### src/rtl/contador_param.sv
// Segmented up/down/load counter: NSEG slices of SEG_W bits chained by a ripple carry,
// with registered per-segment carry/borrow flags and optional clamping at the full-width limit.

module contador_seg #(
  parameter int SEG_W = 4
) (
  input  logic [SEG_W-1:0] a_i,
  input  logic [SEG_W-1:0] b_i,
  input  logic             c_i,
  output logic [SEG_W-1:0] s_o,
  output logic             c_o
);
  assign {c_o, s_o} = {1'b0, a_i} + {1'b0, b_i} + {{SEG_W{1'b0}}, c_i};
endmodule

module contador_param #(
  parameter int SEG_W = 4,
  parameter int NSEG  = 4,
  parameter int SAT   = 0
) (
  input  logic                    CLK,
  input  logic                    RST_L,
  input  logic                    ENB,
  input  logic [1:0]              MODO,
  input  logic [SEG_W*NSEG-1:0]   D,
  output logic [SEG_W*NSEG-1:0]   Q,
  output logic [NSEG-1:0]         RCO,
  output logic                    SATF
);
  localparam int W = SEG_W * NSEG;

  typedef enum logic [1:0] {
    M_UP  = 2'b00,
    M_DN1 = 2'b01,
    M_DN3 = 2'b10,
    M_LD  = 2'b11
  } modo_e;

  logic [W-1:0]    q_q, q_d;
  logic [NSEG-1:0] rco_q, rco_d;
  logic            satf_q, satf_d;

  logic [W-1:0]    addend;
  logic [W-1:0]    sum;
  logic [NSEG:0]   cy;
  logic [NSEG-1:0] rco_raw;
  logic            up;
  logic            wrap;

  assign up = (MODO == M_UP);

  // Down steps are added as two's complement; assumes W >= 2 so -3 fits.
  always_comb begin
    addend = '0;
    case (MODO)
      M_UP:    addend = W'(1);
      M_DN1:   addend = '1;
      M_DN3:   addend = ~W'(2);
      default: addend = '0;
    endcase
  end

  assign cy[0] = 1'b0;

  // Carry out of slice k means the lower field L_k rolled over (up) or did not borrow (down).
  for (genvar g = 0; g < NSEG; g++) begin : g_seg
    contador_seg #(.SEG_W(SEG_W)) u_seg (
      .a_i (q_q[g*SEG_W +: SEG_W]),
      .b_i (addend[g*SEG_W +: SEG_W]),
      .c_i (cy[g]),
      .s_o (sum[g*SEG_W +: SEG_W]),
      .c_o (cy[g+1])
    );
    assign rco_raw[g] = up ? cy[g+1] : ~cy[g+1];
  end

  assign wrap = rco_raw[NSEG-1];

  always_comb begin
    q_d    = q_q;
    rco_d  = '0;
    satf_d = 1'b0;
    if (ENB) begin
      if (MODO == M_LD) begin
        q_d = D;
      end else if ((SAT != 0) && wrap) begin
        q_d    = up ? '1 : '0;
        satf_d = 1'b1;
      end else begin
        q_d   = sum;
        rco_d = rco_raw;
      end
    end
  end

  always_ff @(posedge CLK) begin
    if (!RST_L) begin
      q_q    <= '0;
      rco_q  <= '0;
      satf_q <= 1'b0;
    end else begin
      q_q    <= q_d;
      rco_q  <= rco_d;
      satf_q <= satf_d;
    end
  end

  assign Q    = q_q;
  assign RCO  = rco_q;
  assign SATF = satf_q;
endmodule

### config.mk
export PLATFORM = sky130hd
export DESIGN_NAME = contador_param
export DESIGN_NICKNAME = d
export VERILOG_FILES = /design/src/rtl/contador_param.sv
export SDC_FILE = /design/constraint.sdc
export NUM_CORES = 1
export LEC_CHECK = 0
export CORE_AREA = 2 2 66 55
export DETAILED_ROUTE_END_ITERATION = 10
export DIE_AREA = 0 0 68 57
export DONT_BUFFER_PORTS = 1
export SLEW_MARGIN = 10
export SYNTH_ARGS = -nofsm -noshare
export SYNTH_HDL_FRONTEND = slang
export SYNTH_HIERARCHICAL = 1
export SYNTH_SLANG_ARGS = --single-unit
### constraint.sdc
create_clock -name CLK -period 7.06 [get_ports CLK]
set_clock_uncertainty 0.1 [all_clocks]
set_input_delay 1.765 -clock CLK [delete_from_list [all_inputs] [get_ports CLK]]
set_output_delay 1.765 -clock CLK [all_outputs]
set_load 0.005 [all_outputs]
==> qor.txt <==
r2r startpoint - Q[0]
Slew headroom - 0.3014
CP Max Fanout - 4
max-cap violations - 0
CTS buffer count - 3
Root Driver - clkbuf_8
Post-CTS Setup Bufs - 0
initial cell density of the core - 0.4500
CTS sink count - 20
#FFs+latches synth - 20
sequential-to-total area share from yosys stat - 0.2712
synth top area cells - dfxtp_1 27%, ha_1 14%, fa_1 11%, mux2i_1 11%, o21ai_0 6.8%
die area - 3876 um2
# rows - 19
# setup viols final - 0
# IOs - 42
vias in the first global route - 1032
RR Endpoint - RCO[3]
Layout area overhead - 3.220%
drt initial violations - 34
Synth area leader - dfxtp_1
worst min-delay path class - reg2reg
Fillers - 327
CTS tree - done
hold depth - 2
GPL Wtd Cong - 0.7234
hold_sp - Q[10]
core area - 3281 um2
antenna diode count - 0
worst reg-to-reg setup slack - 2.12 ns
maximum VDD drop - 0.08964 mV
Required @ worst endpoint - 7.11 ns
Total GRT Usage - 0.1684
leakage power - 0.7013 nW
Yosys top cell area share - 0.2712
Min Clock Period, post-route - 6.232 ns
final non-filler cell total - 196
final hold violations - 0
CP endpoint kind - flop
Max Freq - 0.1605 GHz
DRC - 0
largest net degree at the start of global routing - 34
Synth Warn # - 6
post-route ant nets - 0
Internal - 0.2275 mW
Comb power frac - 0.375
placed cells - 193
unrepaired setup endpoints after global routing - no
Vias - 995
initial antenna violation count - 0
# hold bufs at CTS - 0
max-slew violations - 0
layout cell share with drive strength beyond 1 - 0.05195
Final #Nets - 201
critical path class - in2reg
first-pass GRT wire length - 4905 um
Seq pwr share - 0.408
die width - 68 um
share of total power in the clock network - 0.217
DR WL/cell - 14.72 um
Sw Ratio - 0.3360
via/cell ratio - 5.077
startpoint types - primary input
Post-Syn Instances - 156
R2R depth - 26
clk_lat worst skew - 0.25 ns
Cell Pwr Density - 224.9 nW/um2
average size of a mapped cell - 9.464 um2
Clk pin slew, worst setup/hold paths - 0.07 ns
port buffer count - 0
post-route cell area - 1524 um2
Layout Utilization - 0.4645
commonest cells after routing, fill and taps aside - 20 x dfxtp_1, 20 x o21ai_0, 19 x inv_1
post-synthesis cell area - 1476 um2
period utilization - 0.8827
worst-margin pin slew - 1.048 ns
CTS max path bufs - 2
dpl hpwl - 2168 um
H-tree Lvls - 1
area post-placement - 1483 um2
net switching power - 0.1151 mW
Die Span Y - 57 um
Routed WL - 2885 um
status - finished clean
sum of negative setup slack - 0 ns
Synth cell types - 21
Remaining Overflow, GRT - 0
crit path DAT - 6.28 ns
end point of the worst hold path - Q[10]
post_cts resized - 0
Initial DRT Pass Iterations - 4
==> layer usage <==
layer  wire, um  GRT usage  vias to the layer above
li1           -          -                      513
met1       1242     0.2132                      458
met2       1465     0.2816                       22
met3        167    0.06509                        2
met4         10    0.01714                        0
met5          0          0                        -
==> how the worst max path moves through the flow <==
stage               endpoint  cells past startpoint     from
floorplan             RCO[3]                     26  MODO[1]
global placement      RCO[3]                     28  MODO[0]
detailed placement    RCO[3]                     28  MODO[0]
CTS                   RCO[3]                     28  MODO[0]
global route          RCO[3]                     28  MODO[0]
finish                RCO[3]                     28  MODO[0]
==> critical path: stages <==
cell and delay (ns):
ha_1 0.12, inv_1 0.05, fa_1 0.40, inv_1 0.08, fa_1 0.21, nor2b_1 0.06, o21ai_0 0.17, nand2b_1 0.15
fa_1 0.40, inv_1 0.08, fa_1 0.20, nor2b_1 0.06, o21ai_0 0.14, nand2b_1 0.14, fa_1 0.41, inv_1 0.10
fa_1 0.23, nor2b_1 0.06, o21ai_0 0.15, nand2b_1 0.12, fa_1 0.40, inv_1 0.08, fa_1 0.21, nor2b_1 0.05
o21ai_0 0.16, nand2b_1 0.09, xor2_1 0.14, nor2_1 0.05
==> cell type report <==
cell class / instances / area, um2 / area share
Tap cell: 42 / 52.55 / 0.03448
Sequential cell: 20 / 400.4 / 0.2627
Multi-Input combinational cell: 111 / 950.9 / 0.6240
Timing Repair Buffer: 1 / 7.507 / 0.004926
Inverter: 19 / 71.32 / 0.04680
Clock buffer: 3 / 41.29 / 0.02709
==> sequential cells by signal, indices dropped and copies added (netlist names) <==
signal / count
Q: 16
RCO: 4
==> power groups by stage <==
| stage | logic, mW | registers [mW] | clock network, mW |
|---|---|---|---|
| after detailed placement | 0.129 | 0.143 | 0 |
| final | 0.128 | 0.140 | 0.0744 |
| after CTS | 0.130 | 0.140 | 0.0773 |
| after global routing | 0.149 | 0.142 | 0.0822 |
| after floorplan | 0.112 | 0.139 | 0 |
| after global placement | 0.122 | 0.142 | 0 |
==> kinds of logic after synthesis <==
kind of cell / after synthesis / synth area share
buf+inv: 26 / 0.08729
mux: 16 / 0.1085
simple gates: 13 / 0.04915
fa+ha+maj: 24 / 0.2441
compound gates: 44 / 0.1661
other cells: 1 / 0.002540
flops: 20 / 0.2712
xor+xnor: 12 / 0.07119
==> synth_stat cells <==
master,number
buf_6,1
a21oi_2,4
o21ai_0,20
ha_1,16
a21o_1,4
fa_1,8
nor2b_1,4
buf_4,1
xor2_1,4
clkbuf_1,1
buf_12,1
nand3b_1,1
conb_1,1
a21oi_1,16
nor2_1,4
nand2b_1,4
mux2i_1,16
buf_2,3
xnor2_1,8
dfxtp_1,20
inv_1,19
==> through the flow <==
stage	setup slack (ns)	hold slack (ns)	power, mW
6_report	0.8281	0.4686	0.3427
3_5_place_dp	0.5318	0.4562	0.2724
3_3_place_gp	0.6605	0.4520	0.2643
4_1_cts	0.8053	0.4703	0.3473
2_1_floorplan	0.8384	0.4300	0.2514
5_1_grt	0.3094	0.4973	0.3737
Power figures use the tool's default switching activity.
